[config.mk]
export PLATFORM = sky130hd
export DESIGN_NAME = regfile_op_sequencer_flat
export DESIGN_NICKNAME = d
export VERILOG_FILES = /design/src/rtl/regfile_op_sequencer_pkg.sv /design/src/rtl/regfile_op_sequencer_if.sv /design/src/rtl/regfile_op_sequencer_alu.sv /design/src/rtl/regfile_op_sequencer.sv /design/src/flat_wrapper.sv
export SDC_FILE = /design/constraint.sdc
export NUM_CORES = 1
export LEC_CHECK = 0
export BUFFER_PORTS_ARGS = -buffer_cell sky130_fd_sc_hd__buf_2
export CORE_ASPECT_RATIO = 0.7
export CORE_UTILIZATION = 40
export DETAILED_ROUTE_END_ITERATION = 7
export GPL_TIMING_DRIVEN = 0
export PLACE_DENSITY = 0.66
export SYNTH_ARGS = -nofsm -noshare
export SYNTH_HDL_FRONTEND = slang
export SYNTH_SLANG_ARGS = --single-unit
[constraint.sdc]
create_clock -name clk -period 1.9 [get_ports clk]
set_input_delay 0.095 -clock clk [delete_from_list [all_inputs] [get_ports clk]]
set_output_delay 0.095 -clock clk [all_outputs]
set_load 0.01 [all_outputs]
[src/rtl/regfile_op_sequencer_pkg.sv]
// -----------------------------------------------------------------------------
// regfile_op_sequencer_pkg
// Shared definitions for the register-file operation sequencer:
//   - default data/address widths of the 8x4 register file
//   - ALU opcode constants (OP_ADD, OP_SUB, OP_AND, OP_MOV)
//   - 3-bit sequencer state encoding (S_IDLE .. S_DONE)
//   - small helper used to decode the command-ready condition
// -----------------------------------------------------------------------------
package regfile_op_sequencer_pkg;

  localparam int DEF_DATA_W = 4;
  localparam int DEF_ADDR_W = 3;

  localparam logic [1:0] OP_ADD = 2'b00;
  localparam logic [1:0] OP_SUB = 2'b01;
  localparam logic [1:0] OP_AND = 2'b10;
  localparam logic [1:0] OP_MOV = 2'b11;

  typedef enum logic [2:0] {
    S_IDLE  = 3'd0,
    S_READ  = 3'd1,
    S_EXEC  = 3'd2,
    S_WRITE = 3'd3,
    S_DONE  = 3'd4
  } state_e;

  // The sequencer only takes a new command while it is idle.
  function automatic logic is_idle(input state_e s);
    return (s == S_IDLE);
  endfunction

endpackage

[src/rtl/regfile_op_sequencer_if.sv]
// -----------------------------------------------------------------------------
// regfile_op_sequencer_if
// Bundles the command handshake and the register-file port set.
//   master : command source + register file (drives cmd_*, ReadDataA1/A2)
//   slave  : the sequencer (drives cmd_ready, read/write address+data,
//            WriteEnA, done, result, carry)
// Signals:
//   cmd_valid/cmd_ready       command handshake
//   cmd_op/cmd_rd/rs1/rs2     command fields
//   ReadRegA1/A2, ReadDataA1/A2  two asynchronous read ports
//   WriteRegA/WriteDataA/WriteEnA synchronous write port
//   done/result/carry         retirement status
// -----------------------------------------------------------------------------
interface regfile_op_sequencer_if #(
  parameter int DATA_W = regfile_op_sequencer_pkg::DEF_DATA_W,
  parameter int ADDR_W = regfile_op_sequencer_pkg::DEF_ADDR_W
);
  import regfile_op_sequencer_pkg::*;

  logic              cmd_valid;
  logic              cmd_ready;
  logic [1:0]        cmd_op;
  logic [ADDR_W-1:0] cmd_rd;
  logic [ADDR_W-1:0] cmd_rs1;
  logic [ADDR_W-1:0] cmd_rs2;
  logic [ADDR_W-1:0] ReadRegA1;
  logic [ADDR_W-1:0] ReadRegA2;
  logic [DATA_W-1:0] ReadDataA1;
  logic [DATA_W-1:0] ReadDataA2;
  logic [ADDR_W-1:0] WriteRegA;
  logic [DATA_W-1:0] WriteDataA;
  logic              WriteEnA;
  logic              done;
  logic [DATA_W-1:0] result;
  logic              carry;

  modport master (
    output cmd_valid, cmd_op, cmd_rd, cmd_rs1, cmd_rs2, ReadDataA1, ReadDataA2,
    input  cmd_ready, ReadRegA1, ReadRegA2, WriteRegA, WriteDataA, WriteEnA,
           done, result, carry
  );

  modport slave (
    input  cmd_valid, cmd_op, cmd_rd, cmd_rs1, cmd_rs2, ReadDataA1, ReadDataA2,
    output cmd_ready, ReadRegA1, ReadRegA2, WriteRegA, WriteDataA, WriteEnA,
           done, result, carry
  );

endinterface

[src/rtl/regfile_op_sequencer_alu.sv]
// -----------------------------------------------------------------------------
// regfile_alu
// Combinational ALU for the sequencer.
//   i_a, i_b : operands read from the register file
//   i_op     : OP_ADD / OP_SUB / OP_AND / OP_MOV
//   o_y      : result (modulo 2**DATA_W)
//   o_c      : ADD carry-out, SUB borrow (a < b), 0 for AND/MOV
// -----------------------------------------------------------------------------
module regfile_alu
  import regfile_op_sequencer_pkg::*;
#(
  parameter int DATA_W = DEF_DATA_W
) (
  input  logic [DATA_W-1:0] i_a,
  input  logic [DATA_W-1:0] i_b,
  input  logic [1:0]        i_op,
  output logic [DATA_W-1:0] o_y,
  output logic              o_c
);

  // Opcode decode and arithmetic.
  always_comb begin
    o_y = {DATA_W{1'b0}};
    o_c = 1'b0;
    case (i_op)
      OP_ADD: begin
        {o_c, o_y} = {1'b0, i_a} + {1'b0, i_b};
      end
      OP_SUB: begin
        o_y = i_a - i_b;
        o_c = (i_a < i_b);
      end
      OP_AND: begin
        o_y = i_a & i_b;
        o_c = 1'b0;
      end
      OP_MOV: begin
        o_y = i_a;
        o_c = 1'b0;
      end
      default: begin
        o_y = {DATA_W{1'b0}};
        o_c = 1'b0;
      end
    endcase
  end

endmodule

[src/rtl/regfile_op_sequencer.sv]
// -----------------------------------------------------------------------------
// regfile_op_sequencer
// Accepts one ALU command per valid/ready handshake, reads rs1/rs2 from the
// register file, computes the result and writes it back to rd.
// Sequence: IDLE -> READ -> EXEC -> WRITE -> DONE -> IDLE (only IDLE waits).
// Ports:
//   clk  : rising-edge clock
//   rst  : asynchronous active-low reset
//   bus  : slave view of regfile_op_sequencer_if (command handshake,
//          register-file read/write ports, done/result/carry)
// -----------------------------------------------------------------------------
module regfile_op_sequencer
  import regfile_op_sequencer_pkg::*;
#(
  parameter int DATA_W = DEF_DATA_W,
  parameter int ADDR_W = DEF_ADDR_W
) (
  input  logic                   clk,
  input  logic                   rst,
  regfile_op_sequencer_if.slave  bus
);

  state_e            r_state;
  state_e            w_state_nxt;

  // Latched command fields; rs1/rs2 double as the read-port addresses, which
  // therefore change only on accept and hold their value afterwards.
  logic [1:0]        r_op,  w_op_nxt;
  logic [ADDR_W-1:0] r_rd,  w_rd_nxt;
  logic [ADDR_W-1:0] r_rs1, w_rs1_nxt;
  logic [ADDR_W-1:0] r_rs2, w_rs2_nxt;

  logic [DATA_W-1:0] r_a, w_a_nxt;
  logic [DATA_W-1:0] r_b, w_b_nxt;

  // Write address is separate from r_rd so the write port keeps its previous
  // value until the WRITE cycle of the next command.
  logic [ADDR_W-1:0] r_wr_addr, w_wr_addr_nxt;
  logic [DATA_W-1:0] r_wr_data, w_wr_data_nxt;
  logic              r_wr_en,   w_wr_en_nxt;
  logic              r_done,    w_done_nxt;
  logic [DATA_W-1:0] r_result,  w_result_nxt;
  logic              r_carry,   w_carry_nxt;

  logic [DATA_W-1:0] w_alu_y;
  logic              w_alu_c;

  regfile_alu #(.DATA_W(DATA_W)) u_alu (
    .i_a  (r_a),
    .i_b  (r_b),
    .i_op (r_op),
    .o_y  (w_alu_y),
    .o_c  (w_alu_c)
  );

  // State register.
  always_ff @(posedge clk or negedge rst) begin
    if (!rst) begin
      r_state <= S_IDLE;
    end else begin
      r_state <= w_state_nxt;
    end
  end

  // Next-state and next-value decode for every datapath register.
  always_comb begin
    w_state_nxt   = r_state;
    w_op_nxt      = r_op;
    w_rd_nxt      = r_rd;
    w_rs1_nxt     = r_rs1;
    w_rs2_nxt     = r_rs2;
    w_a_nxt       = r_a;
    w_b_nxt       = r_b;
    w_wr_addr_nxt = r_wr_addr;
    w_wr_data_nxt = r_wr_data;
    w_wr_en_nxt   = 1'b0;
    w_done_nxt    = 1'b0;
    w_result_nxt  = r_result;
    w_carry_nxt   = r_carry;
    case (r_state)
      S_IDLE: begin
        // cmd_ready is 1 here, so valid alone completes the handshake.
        if (bus.cmd_valid) begin
          w_op_nxt    = bus.cmd_op;
          w_rd_nxt    = bus.cmd_rd;
          w_rs1_nxt   = bus.cmd_rs1;
          w_rs2_nxt   = bus.cmd_rs2;
          w_state_nxt = S_READ;
        end else begin
          w_state_nxt = S_IDLE;
        end
      end
      S_READ: begin
        w_a_nxt     = bus.ReadDataA1;
        w_b_nxt     = bus.ReadDataA2;
        w_state_nxt = S_EXEC;
      end
      S_EXEC: begin
        // Result, carry and the write-port drive all load at the same edge so
        // the write cycle presents exactly the value reported in result.
        w_result_nxt  = w_alu_y;
        w_carry_nxt   = w_alu_c;
        w_wr_addr_nxt = r_rd;
        w_wr_data_nxt = w_alu_y;
        w_wr_en_nxt   = 1'b1;
        w_state_nxt   = S_WRITE;
      end
      S_WRITE: begin
        w_done_nxt  = 1'b1;
        w_state_nxt = S_DONE;
      end
      S_DONE: begin
        w_state_nxt = S_IDLE;
      end
      default: begin
        w_state_nxt = S_IDLE;
      end
    endcase
  end

  // Datapath and output registers.
  always_ff @(posedge clk or negedge rst) begin
    if (!rst) begin
      r_op      <= 2'b00;
      r_rd      <= {ADDR_W{1'b0}};
      r_rs1     <= {ADDR_W{1'b0}};
      r_rs2     <= {ADDR_W{1'b0}};
      r_a       <= {DATA_W{1'b0}};
      r_b       <= {DATA_W{1'b0}};
      r_wr_addr <= {ADDR_W{1'b0}};
      r_wr_data <= {DATA_W{1'b0}};
      r_wr_en   <= 1'b0;
      r_done    <= 1'b0;
      r_result  <= {DATA_W{1'b0}};
      r_carry   <= 1'b0;
    end else begin
      r_op      <= w_op_nxt;
      r_rd      <= w_rd_nxt;
      r_rs1     <= w_rs1_nxt;
      r_rs2     <= w_rs2_nxt;
      r_a       <= w_a_nxt;
      r_b       <= w_b_nxt;
      r_wr_addr <= w_wr_addr_nxt;
      r_wr_data <= w_wr_data_nxt;
      r_wr_en   <= w_wr_en_nxt;
      r_done    <= w_done_nxt;
      r_result  <= w_result_nxt;
      r_carry   <= w_carry_nxt;
    end
  end

  assign bus.cmd_ready  = is_idle(r_state);
  assign bus.ReadRegA1  = r_rs1;
  assign bus.ReadRegA2  = r_rs2;
  assign bus.WriteRegA  = r_wr_addr;
  assign bus.WriteDataA = r_wr_data;
  assign bus.WriteEnA   = r_wr_en;
  assign bus.done       = r_done;
  assign bus.result     = r_result;
  assign bus.carry      = r_carry;

endmodule

[src/flat_wrapper.sv]
// flat-port wrapper written by rule: the top's interface ports become plain ports
module regfile_op_sequencer_flat import regfile_op_sequencer_pkg::*;
#(
  parameter int DATA_W = DEF_DATA_W,
  parameter int ADDR_W = DEF_ADDR_W
)
  (clk, rst, bus_cmd_valid, bus_cmd_op, bus_cmd_rd, bus_cmd_rs1, bus_cmd_rs2, bus_ReadDataA1, bus_ReadDataA2, bus_cmd_ready, bus_ReadRegA1, bus_ReadRegA2, bus_WriteRegA, bus_WriteDataA, bus_WriteEnA, bus_done, bus_result, bus_carry);
  regfile_op_sequencer_if #(.DATA_W(DATA_W), .ADDR_W(ADDR_W)) bus_i ();
  input  logic clk;
  input  logic rst;
  input wire logic [$bits(bus_i.cmd_valid)-1:0] bus_cmd_valid;
  input wire logic [$bits(bus_i.cmd_op)-1:0] bus_cmd_op;
  input wire logic [$bits(bus_i.cmd_rd)-1:0] bus_cmd_rd;
  input wire logic [$bits(bus_i.cmd_rs1)-1:0] bus_cmd_rs1;
  input wire logic [$bits(bus_i.cmd_rs2)-1:0] bus_cmd_rs2;
  input wire logic [$bits(bus_i.ReadDataA1)-1:0] bus_ReadDataA1;
  input wire logic [$bits(bus_i.ReadDataA2)-1:0] bus_ReadDataA2;
  output wire logic [$bits(bus_i.cmd_ready)-1:0] bus_cmd_ready;
  output wire logic [$bits(bus_i.ReadRegA1)-1:0] bus_ReadRegA1;
  output wire logic [$bits(bus_i.ReadRegA2)-1:0] bus_ReadRegA2;
  output wire logic [$bits(bus_i.WriteRegA)-1:0] bus_WriteRegA;
  output wire logic [$bits(bus_i.WriteDataA)-1:0] bus_WriteDataA;
  output wire logic [$bits(bus_i.WriteEnA)-1:0] bus_WriteEnA;
  output wire logic [$bits(bus_i.done)-1:0] bus_done;
  output wire logic [$bits(bus_i.result)-1:0] bus_result;
  output wire logic [$bits(bus_i.carry)-1:0] bus_carry;
  assign bus_i.cmd_valid = bus_cmd_valid;
  assign bus_i.cmd_op = bus_cmd_op;
  assign bus_i.cmd_rd = bus_cmd_rd;
  assign bus_i.cmd_rs1 = bus_cmd_rs1;
  assign bus_i.cmd_rs2 = bus_cmd_rs2;
  assign bus_i.ReadDataA1 = bus_ReadDataA1;
  assign bus_i.ReadDataA2 = bus_ReadDataA2;
  assign bus_cmd_ready = bus_i.cmd_ready;
  assign bus_ReadRegA1 = bus_i.ReadRegA1;
  assign bus_ReadRegA2 = bus_i.ReadRegA2;
  assign bus_WriteRegA = bus_i.WriteRegA;
  assign bus_WriteDataA = bus_i.WriteDataA;
  assign bus_WriteEnA = bus_i.WriteEnA;
  assign bus_done = bus_i.done;
  assign bus_result = bus_i.result;
  assign bus_carry = bus_i.carry;
  regfile_op_sequencer #(.DATA_W(DATA_W), .ADDR_W(ADDR_W)) u_core (.clk(clk), .rst(rst), .bus(bus_i));
endmodule
==> results of run 1 <==
sequential cells by signal, indices dropped and copies added, names as in the netlist:
register               flops
u_core.bus.WriteDataA      4
u_core.bus.done            1
u_core.bus.ReadRegA1       3
u_core.r_op                2
u_core.bus.ReadRegA2       3
u_core.r_state             2
u_core.bus.carry           1
u_core.bus.WriteRegA       3
u_core.r_b                 4
u_core.r_rd                3
u_core.bus.WriteEnA        1
u_core.r_a                 4
where the power goes:
| part | total (mW) | internal, mW | switching, mW |
|---|---|---|---|
| Sequential | 1.23 | 0.994 | 0.237 |
| Clock | 0.519 | 0.283 | 0.235 |
| Combinational | 2.15 | 1.14 | 1.00 |
| Total | 3.89 | 2.42 | 1.48 |
worst max-delay path, cell delays in order, from the launching register on:
cell	delay [ns]
dfrtp_1	0.43
ha_2	0.23
fa_2	0.36
xnor2_1	0.14
mux4_2	0.46
mux2_2	0.27
final cells by class:
| class | count | share of cell area, % |
|---|---|---|
| plain buffers | 10 | 4.64 |
| multi-input cells | 86 | 37.4 |
| inverters | 10 | 1.83 |
| clock inverters | 1 | 0.244 |
| clock buffers | 6 | 4.03 |
| well taps | 52 | 3.18 |
| flip-flops and latches | 31 | 37.9 |
| repair buffers | 43 | 10.8 |
cell families (layout without fill, tap and decap cells):
logic type | after synthesis | in the layout | share of synthesized area [%]
buf+inv | 20 | 70 | 8.09
simple gates | 39 | 39 | 13.2
fa+ha+maj | 10 | 10 | 8.55
compound gates | 15 | 15 | 6.72
xor+xnor | 2 | 2 | 1.07
flops | 31 | 31 | 47.3
mux | 20 | 20 | 15.0
through the flow:
stage	power, mW	cells	cell area, µm²	setup TNS [ns]
after floorplan	2.74	137	1640	-0.0127
after global placement	3.20	231	1920	-0.164
after detailed placement	3.33	231	1920	-0.309
after CTS	3.92	239	2040	-0.225
after global routing	4.23	239	2050	-0.315
final	3.89	239	2050	-0.206
path summary, 6_finish.rpt:
check                                            from                                   end  slack, ns  depth (start not counted)
max in group asynchronous                         rst             u_core.r_a[2]$_DFFE_PN0P_       1.01                          2
max reg2reg                 u_core.r_b[0]$_DFFE_PN0P_  u_core.bus.WriteDataA[2]$_DFFE_PN0P_      -0.11                          5
min                                 bus_ReadDataA2[2]             u_core.r_b[2]$_DFFE_PN0P_       0.02                          3
max                         u_core.r_b[0]$_DFFE_PN0P_  u_core.bus.WriteDataA[2]$_DFFE_PN0P_      -0.11                          5
min in group asynchronous                         rst   u_core.bus.WriteRegA[2]$_DFFE_PN0P_       0.39                          2
min reg2reg                u_core.r_rd[0]$_DFFE_PN0P_   u_core.bus.WriteRegA[0]$_DFFE_PN0P_       0.47                          2
timing repair:
item | 4_1_cts | 5_1_grt
hold buffers | 1 | 0
endpoints found under the hold margin | 31 | 0
resized for setup | 6 | 4
setup buffers | 0 | 0
setup endpoints to repair | 2 | 3
gates cloned | 0 | 0
pin swaps | 1 | 0
metal layers:
metal | up-vias | GRT usage, %
met1 | 562 | 23.4
met4 | 0 | 9.52
met3 | 7 | 4.63
met5 | - | 0
li1 | 559 | -
met2 | 21 | 27.1
placed cells by master, fill, tap and decap left out, types with 2 or more instances in the layout:
cell       n
a21oi_1    3
fa_2       2
inv_2      2
mux4_2     2
dfrtp_1   30
o21ai_0    6
ha_1       6
nand2_1   18
buf_2     43
clkbuf_8   9
buf_4      5
or2_2      2
xnor2_1    2
nor3_1     3
mux2_2    16
o21a_1     2
inv_1      7
nand2b_1   2
nand3b_1   2
==> flow_metrics.env, run 1 <==
export IMPL_row_count=19
export IMPL_root_buffer="clkbuf_8"
export IMPL_synthTopCellsByCount="31 x dfrtp_1, 18 x nand2_1, 17 x mux2_2"
export IMPL_synth_nets=169
export IMPL_synthToLayoutAreaGrowth_pct=25.0
export IMPL_die_w_um=78.5
export IMPL_numClockSinks=31
export IMPL_hpwl_um=2390
export IMPL_num_io_pins=43
export IMPL_drive_gt1_share_pct=50.3
export IMPL_status="complete, but fails checks"
export IMPL_track_usage_pct=17.8
export IMPL_die_area_um2=4360
export IMPL_antenna_found_initial=0
export IMPL_route_met3_wl_um=113
export IMPL_min_delay_path_class="primary input to flip-flop"
export IMPL_setup_ws_ns=-0.105
export IMPL_synth_cells=137
export IMPL_synth_seq_area_share_pct=47.3
export IMPL_powerDensity_nw_per_um2=1900
export IMPL_ys_types=36
export IMPL_clk_latency_ns=0.28
export IMPL_period_needed_ns=2.01
export IMPL_overflow=0
export IMPL_utilization_pct=52.2
export IMPL_ys_seq_elements=31
export IMPL_hold_viol=0
export IMPL_vias=1149
export IMPL_async_reset_ff_share_pct=100
export IMPL_ant_nets=0
export IMPL_grt_setup_unrepaired="yes"
export IMPL_cts_buffers_inserted=5
export IMPL_grt_first_pass_wirelength_um=5720
export IMPL_fin_crit_sh_pct=106
export IMPL_core_area_um2=3920
export IMPL_drt_iter0_markers=36
export IMPL_startpoint_type="flip-flop"
export IMPL_arrival_ns=2.17
export IMPL_wl_per_cell_um=13.3
export IMPL_final_setup_viol_count=2
export IMPL_htreeDepth=2
export IMPL_yosysTopAreaCellShare_pct=47.3
export IMPL_fmax_ghz=0.499
export IMPL_wirelength_um=3180
export IMPL_fin_nets=219
export IMPL_yosys_area_top_type="dfrtp_1"
export IMPL_syn_mean_instance_area_um2=12.0
export IMPL_drt_met1_wl_um=1510
export IMPL_die_h_um=55.6
export IMPL_clk_pin_slew_ns=0.06
export IMPL_nFillCells=359
export IMPL_port_buffers=42
export IMPL_crit_fanout=3
export IMPL_first_pass_iters=6
export IMPL_worstSetupPathType="flip-flop to flip-flop"
export IMPL_avgViaCountPerCell=4.81
export IMPL_antenna_cells=0
export IMPL_leakagePower_nw=0.977
export IMPL_highest_layer="met4"
export IMPL_place_congestion=0.784
export IMPL_grt_pass1_vias=1188
export IMPL_tritoncts="built"
export IMPL_relSlewSlack_pct=53.2
export IMPL_cap_violations=0
export IMPL_place_ws_ns=-0.186
export IMPL_violations="negative setup slack"
export IMPL_crit_required_ns=2.07
export IMPL_irDropWorstVdd_mv=0.767
export IMPL_synth_edf_count=0
export IMPL_netlist_area_um2=1640
export IMPL_drc_errors=0
export IMPL_skew_ns=0.00574
export IMPL_yosysWarnings=0
export IMPL_slew_violations=0
export IMPL_ys_flop_type="dfrtp_1"
export IMPL_grt_max_degree=32
export IMPL_multi_input_area_um2=766
export IMPL_cts_path_max_buffers=2
export IMPL_tightest_slew_ns=0.702
export IMPL_seqCellArea_um2=777
export IMPL_worstSetupEndpointType="flip-flop"
export IMPL_wl_met2_um=1480
export IMPL_synth_most_common_cell="dfrtp_1"
export IMPL_start_util_pct=41.8
export IMPL_synth_area_top_cells="dfrtp_1 47%, mux2_2 12%, ha_1 6.1%, nand2_1 4.1%, mux4_2 2.7%"
export IMPL_whs_ns=0.0166
No activity file was read; power rests on OpenSTA's default activity.
==> run 2: changes to the inputs <==
--- a/config.mk
+++ b/config.mk
@@ -5,9 +5,11 @@
 export SDC_FILE = /design/constraint.sdc
 export NUM_CORES = 1
 export LEC_CHECK = 0
+export ABC_AREA = 1
 export BUFFER_PORTS_ARGS = -buffer_cell sky130_fd_sc_hd__buf_2
 export CORE_ASPECT_RATIO = 0.7
 export CORE_UTILIZATION = 40
+export CTS_CLUSTER_DIAMETER = 50
 export DETAILED_ROUTE_END_ITERATION = 7
 export GPL_TIMING_DRIVEN = 0
 export PLACE_DENSITY = 0.66
==> run 2 against run 1 <==
The run now ends clean; wire length grew 3.0%; critical path depth rose by 3; sequential share of layout area increased by 1.8 points; critical path type unchanged; largest power group unchanged.
==> flow_metrics.env, run 2 <==
export IMPL_status="completed"
export IMPL_arrival_ns=1.85
export IMPL_crit_required_ns=2.05
export IMPL_highest_layer="met4"
export IMPL_clock_power_share_pct=13.3
export IMPL_slew_violations=0
export IMPL_async_reset_ff_share_pct=100
export IMPL_root_buffer="clkbuf_8"
export IMPL_overflow=0
export IMPL_antenna_cells=0
export IMPL_layout_common_cells="44 x buf_2, 31 x dfrtp_1, 28 x nand2_1, 21 x inv_1, 20 x nor2_1"
export IMPL_grt_first_pass_wirelength_um=5330
export IMPL_leakagePower_nw=1.05
export IMPL_hold_viol=0
export IMPL_drt_met1_wl_um=1720
export IMPL_synthToLayoutAreaGrowth_pct=22.9
export IMPL_dpl_cell_area_um2=1860
export IMPL_layout_commonest_cell="buf_2"
export IMPL_fmax_ghz=0.587
export IMPL_worstSetupPathType="flip-flop to flip-flop"
export IMPL_yosysWarnings=0
export IMPL_cap_violations=0
export IMPL_drt_iter0_markers=57
export IMPL_cts_path_max_buffers=2
export IMPL_yosys_area_top_type="dfrtp_1"
export IMPL_p_int_mw=2.09
export IMPL_synthTopCellsByCount="31 x dfrtp_1, 28 x nand2_1, 21 x inv_1"
export IMPL_num_io_pins=43
export IMPL_clk_pin_slew_ns=0.06
export IMPL_irDropWorstVdd_mv=0.802
export IMPL_tritoncts="built"
export IMPL_worstSetupEndpointType="flip-flop"
export IMPL_ys_types=24
export IMPL_powerDensity_nw_per_um2=1880
export IMPL_syn_mean_instance_area_um2=9.28
export IMPL_final_setup_viol_count=0
export IMPL_antenna_found_initial=0
export IMPL_wl_met2_um=1310
export IMPL_port_buffers=42
export IMPL_hpwl_um=2540
export IMPL_rr_worst_depth=8
export IMPL_vias=1259
export IMPL_post_cts_buffers=0
export IMPL_row_count=18
export IMPL_clk_latency_ns=0.28
export IMPL_fin_nets=253
export IMPL_synth_area_top_cells="dfrtp_1 49%, nand2_1 6.6%, ha_1 6.3%, mux2_2 5.7%, inv_1 5.0%"
export IMPL_wl_per_cell_um=12.0
export IMPL_startpoint_type="flip-flop"
export IMPL_drive_gt1_share_pct=30.6
export IMPL_synth_edf_count=0
export IMPL_synth_cells=171
export IMPL_tns_ns=0
export IMPL_grt_pass1_vias=1177
export IMPL_die_area_um2=4230
export IMPL_fin_crit_sh_pct=89.7
export IMPL_cts_buffers_inserted=5
export IMPL_fin_total_pwr_mw=3.67
export IMPL_p_seq_share_pct=33.9
export IMPL_design_area_um2=1950
export IMPL_avgViaCountPerCell=4.63
export IMPL_skew_ns=0.00498
export IMPL_start_util_pct=43.5
export IMPL_wirelength_um=3270
export IMPL_grt_setup_unrepaired="no"
export IMPL_grt_max_degree=32
export IMPL_min_delay_path_class="primary input to flip-flop"
export IMPL_period_needed_ns=1.70
export IMPL_track_usage_pct=17.3
export IMPL_drc_errors=0
export IMPL_synth_seq_area_share_pct=48.9
export IMPL_synth_most_common_cell="dfrtp_1"
export IMPL_first_pass_iters=4
export IMPL_crit_fanout=3
export IMPL_route_met3_wl_um=181
export IMPL_ys_seq_elements=31
export IMPL_relSlewSlack_pct=55.3
export IMPL_hold_depth=2
export IMPL_synth_nets=203
export IMPL_core_area_um2=3650
export IMPL_p_sw_mw=1.58
export IMPL_place_congestion=0.853
export IMPL_ant_nets=0
export IMPL_netlist_area_um2=1590
export IMPL_combPwrFrac_pct=52.8
export IMPL_yosysTopAreaCellShare_pct=48.9
export IMPL_die_h_um=54.7
export IMPL_htreeDepth=2
export IMPL_tightest_slew_ns=0.671
export IMPL_swShare_pct=43.1
export IMPL_ys_flop_type="dfrtp_1"
export IMPL_numClockSinks=31
export IMPL_die_w_um=77.3
==> run 2: cell types whose count changed after synthesis, sizes merged, moves of 8 or more <==
cell	previous run	this run
nand3	1	12
a21oi	3	15
mux2	17	9
nor2	1	20
nand2	18	29
inv	9	22
==> run 2: stage by stage <==
stage | worst slack, ns | hold slack (ns) | util (%) | instances
floorplan | 0.365 | -0.201 | - | 171
global placement | 0.219 | 0.168 | 51.0 | 263
detailed placement | 0.215 | 0.175 | 51.0 | 263
CTS | 0.199 | 0.0356 | 53.5 | 272
global route | 0.0815 | 0.0378 | 53.5 | 272
finish | 0.195 | 0.0393 | 53.5 | 272
==> run 2: worst paths after layout <==
kind / startpoint / end / slack, ns
min in group asynchronous: rst / u_core.r_a[1]$_DFFE_PN0P_ / 0.38
setup / recovery: u_core.r_b[0]$_DFFE_PN0P_ / u_core.bus.WriteDataA[2]$_DFFE_PN0P_ / 0.20
hold reg to reg: u_core.r_rd[2]$_DFFE_PN0P_ / u_core.bus.WriteRegA[2]$_DFFE_PN0P_ / 0.47
setup reg to reg: u_core.r_b[0]$_DFFE_PN0P_ / u_core.bus.WriteDataA[2]$_DFFE_PN0P_ / 0.20
max in group asynchronous: rst / u_core.bus.WriteDataA[1]$_DFFE_PN0P_ / 1.08
hold / removal: bus_cmd_rs2[2] / u_core.bus.ReadRegA2[2]$_DFFE_PN0P_ / 0.04
==> run 2: cell type report <==
class                           count  area, µm²
Buffer                              8       55.1
Inverter                           22       82.6
Tap cell                           50       62.6
Fill cell                         344       1700
Timing Repair Buffer               43        220
Multi-Input combinational cell    110        673
Clock inverter                      1       5.00
Clock buffer                        7       76.3
Sequential cell                    31        776
==> run 2: logic make-up (layout without fill, tap and decap cells) <==
logic type / Yosys count / in the layout / share of synthesized area [%]
AOI/OAI and AO/OA: 25 / 25 / 8.52
buffers and inverters: 30 / 81 / 8.67
and+or+nand+nor: 65 / 65 / 17.9
xor gates and xnor gates: 1 / 1 / 0.552
muxes: 9 / 9 / 6.62
DFF: 31 / 31 / 48.9
adders and majority gates: 10 / 10 / 8.83
==> run 2: worst max-delay path, stage by stage (launching register included) <==
cell	delay, ns
dfrtp_1	0.41
ha_1	0.25
fa_1	0.40
nor2_1	0.13
nor2_1	0.05
nand2_1	0.06
nand2_1	0.05
nor3_1	0.17
a21oi_1	0.06
==> run 2: timing repair <==
action,in CTS,in global routing
hold buffers,1,0
endpoints found under the hold margin,31,0
resized for setup,0,0
==> run 2: metal layers <==
layer,global-route usage (%),vias to the layer above
met2,24.8,34
met4,8.81,0
met5,0,-
li1,-,646
met3,5.83,8
met1,23.5,571
==> run 2: power groups by stage <==
stage               Clock (mW)  Sequential, mW  Combinational [mW]
floorplan                    0            1.28                1.30
global placement             0            1.23                1.91
detailed placement           0            1.25                1.94
CTS                      0.496            1.25                1.95
global route             0.531            1.29                2.19
finish                   0.487            1.25                1.94
==> run 3: changes to the inputs <==
--- a/config.mk
+++ b/config.mk
@@ -8,11 +8,11 @@
 export ABC_AREA = 1
 export BUFFER_PORTS_ARGS = -buffer_cell sky130_fd_sc_hd__buf_2
 export CORE_ASPECT_RATIO = 0.7
-export CORE_UTILIZATION = 40
+export CORE_UTILIZATION = 46
 export CTS_CLUSTER_DIAMETER = 50
 export DETAILED_ROUTE_END_ITERATION = 7
 export GPL_TIMING_DRIVEN = 0
-export PLACE_DENSITY = 0.66
+export PLACE_DENSITY = 0.74
 export SYNTH_ARGS = -nofsm -noshare
 export SYNTH_HDL_FRONTEND = slang
 export SYNTH_SLANG_ARGS = --single-unit
==> run 3 against run 2 <==
Wire length shrank 6.6%; largest power group unchanged; critical endpoint unchanged; global-route usage rose by 2.2 points; sequential power hardly changed; combinational power about the same; sequential share of layout area shrank 0.051 points; count of clock-buffer cells in the layout fell by 1; setup slack lost 0.021 ns; register-to-register slack got worse by 0.02 ns; die area is 13% lower; clock power rose by 7.8%; first-iteration DRC count up 19%.
==> flow_metrics.env, run 3 (synthesis gave the netlist of run 2 again) <==
export IMPL_final_setup_viol_count=0
export IMPL_cp_cell_sequence="ha_1, fa_1, nor2_1, nor2_1, nand2_1, nand2_1, nor3_1, a21oi_1"
export IMPL_use_met1_pct=27.3
export IMPL_die_h_um=51.1
export IMPL_tns_ns=0
export IMPL_num_io_pins=43
export IMPL_start_util_pct=49.4
export IMPL_tritoncts="built"
export IMPL_overflow=0
export IMPL_layout_common_cells="44 x buf_2, 31 x dfrtp_1, 28 x nand2_1, 21 x inv_1, 20 x nor2_1"
export IMPL_wirelength_um=3060
export IMPL_powerDensity_nw_per_um2=1880
export IMPL_hpwl_um=2310
export IMPL_track_usage_pct=19.5
export IMPL_p_seq_share_pct=33.6
export IMPL_root_buffer="clkbuf_8"
export IMPL_crit_fanout=3
export IMPL_slowest_stage="dfrtp_1"
export IMPL_cts_buffers_inserted=5
export IMPL_drive_gt1_share_pct=31.2
export IMPL_worstSetupEndpointType="flip-flop"
export IMPL_hold_viol=0
export IMPL_slew_violations=0
export IMPL_layout_commonest_cell="buf_2"
export IMPL_clk_pin_slew_ns=0.06
export IMPL_fin_crit_sh_pct=90.8
export IMPL_avgViaCountPerCell=4.68
export IMPL_irDropWorstVdd_mv=1.05
export IMPL_ant_nets=0
export IMPL_drt_iter0_markers=68
export IMPL_drc_errors=0
export IMPL_place_congestion=0.875
export IMPL_p_int_mw=2.12
export IMPL_seqCellArea_um2=776
export IMPL_synthToLayoutAreaGrowth_pct=23.1
export IMPL_combPwrFrac_pct=52.1
export IMPL_status="completed"
export IMPL_port_buffers=42
export IMPL_fin_total_pwr_mw=3.68
export IMPL_multi_input_area_um2=673
export IMPL_die_w_um=72.2
export IMPL_use_met3_pct=5.92
export IMPL_arrival_ns=1.88
export IMPL_htreeDepth=2
export IMPL_grt_max_degree=32
export IMPL_grt_first_pass_wirelength_um=5310
export IMPL_core_area_um2=3210
export IMPL_crit_buf_inv=0
export IMPL_crit_path_max_incr_delay_ns=0.41
export IMPL_cap_violations=0
export IMPL_leakagePower_nw=1.06
export IMPL_clk_latency_ns=0.29
export IMPL_swShare_pct=42.5
export IMPL_met2_usage_pct=28.7
export IMPL_fin_nets=253
export IMPL_min_delay_path_class="primary input to flip-flop"
export IMPL_wl_per_cell_um=11.4
export IMPL_fmax_ghz=0.579
export IMPL_antenna_cells=0
export IMPL_p_sw_mw=1.56
export IMPL_nFillCells=285
export IMPL_busiest_layer="met2"
export IMPL_relSlewSlack_pct=55.2
export IMPL_die_area_um2=3690
export IMPL_numClockSinks=31
export IMPL_grt_setup_unrepaired="no"
export IMPL_startpoint_type="flip-flop"
export IMPL_cts_path_max_buffers=2
export IMPL_first_pass_iters=4
export IMPL_crit_required_ns=2.05
export IMPL_worstSetupPathType="flip-flop to flip-flop"
export IMPL_tightest_slew_ns=0.672
export IMPL_antenna_found_initial=0
export IMPL_cp_top_family="adder cells"
export IMPL_clock_power_share_pct=14.3
export IMPL_rrSetupSlack_ns=0.17
export IMPL_vias=1253
export IMPL_period_needed_ns=1.73
export IMPL_skew_ns=0.00586
export IMPL_row_count=17
export IMPL_grt_pass1_vias=1151
[run 3: worst register-to-register path, delay by kind of cell, from the launching register on]
family	cells	cell delay (ns)
AOI/OAI and AO/OA	1	0.06
DFF	1	0.41
adders and majority gates	2	0.66
and+or+nand+nor	5	0.47
[run 3: stage by stage]
stage	hold slack (ns)	cell area [µm²]	setup slack (ns)	instances	utilization, %
6_report	0.0381	1950	0.174	268	60.8
4_1_cts	0.0355	1950	0.180	268	60.8
3_5_place_dp	0.174	1860	0.210	260	57.8
2_1_floorplan	-0.201	1590	0.365	171	-
3_3_place_gp	0.168	1860	0.233	260	57.8
5_1_grt	0.0356	1950	0.0462	268	60.8
[run 3: final cells by class]
class | count | area share [%]
inverters | 22 | 4.23
clock inverters | 1 | 0.256
clock buffers | 6 | 4.23
plain buffers | 8 | 2.82
well taps | 47 | 3.01
repair buffers | 43 | 11.3
flip-flops and latches | 31 | 39.7
multi-input cells | 110 | 34.5
[run 3: path summary, 6_finish.rpt]
check,startpoint,end,cells after the start
max,u_core.r_b[0]$_DFFE_PN0P_,u_core.bus.WriteDataA[2]$_DFFE_PN0P_,8
min,bus_ReadDataA1[3],u_core.r_a[3]$_DFFE_PN0P_,2
max reg2reg,u_core.r_b[0]$_DFFE_PN0P_,u_core.bus.WriteDataA[2]$_DFFE_PN0P_,8
min reg2reg,u_core.bus.WriteRegA[2]$_DFFE_PN0P_,u_core.bus.WriteRegA[2]$_DFFE_PN0P_,2
max in group asynchronous,rst,u_core.r_state[0]$_DFF_PN0_,2
min in group asynchronous,rst,u_core.r_b[2]$_DFFE_PN0P_,2
[run 3: per-layer routing]
metal	wire length, µm	share of wire, %
met1	1580	52
met2	1260	41
met3	178	5.8
met4	40	1.3
met5	0	0
[run 3: power by group through the flow]
| stage | Clock (mW) | Combinational [mW] | Sequential (mW) |
|---|---|---|---|
| detailed placement | 0 | 1.91 | 1.25 |
| floorplan | 0 | 1.30 | 1.28 |
| global placement | 0 | 1.88 | 1.23 |
| finish | 0.525 | 1.92 | 1.24 |
| CTS | 0.532 | 1.92 | 1.24 |
| global route | 0.557 | 2.20 | 1.28 |
[run 3: repair_timing]
action / 4_1_cts / 5_1_grt
resized for setup: 0 / 0
hold endpoints to repair: 31 / 0
buffers inserted: 0 / 0
hold buffers: 1 / 0
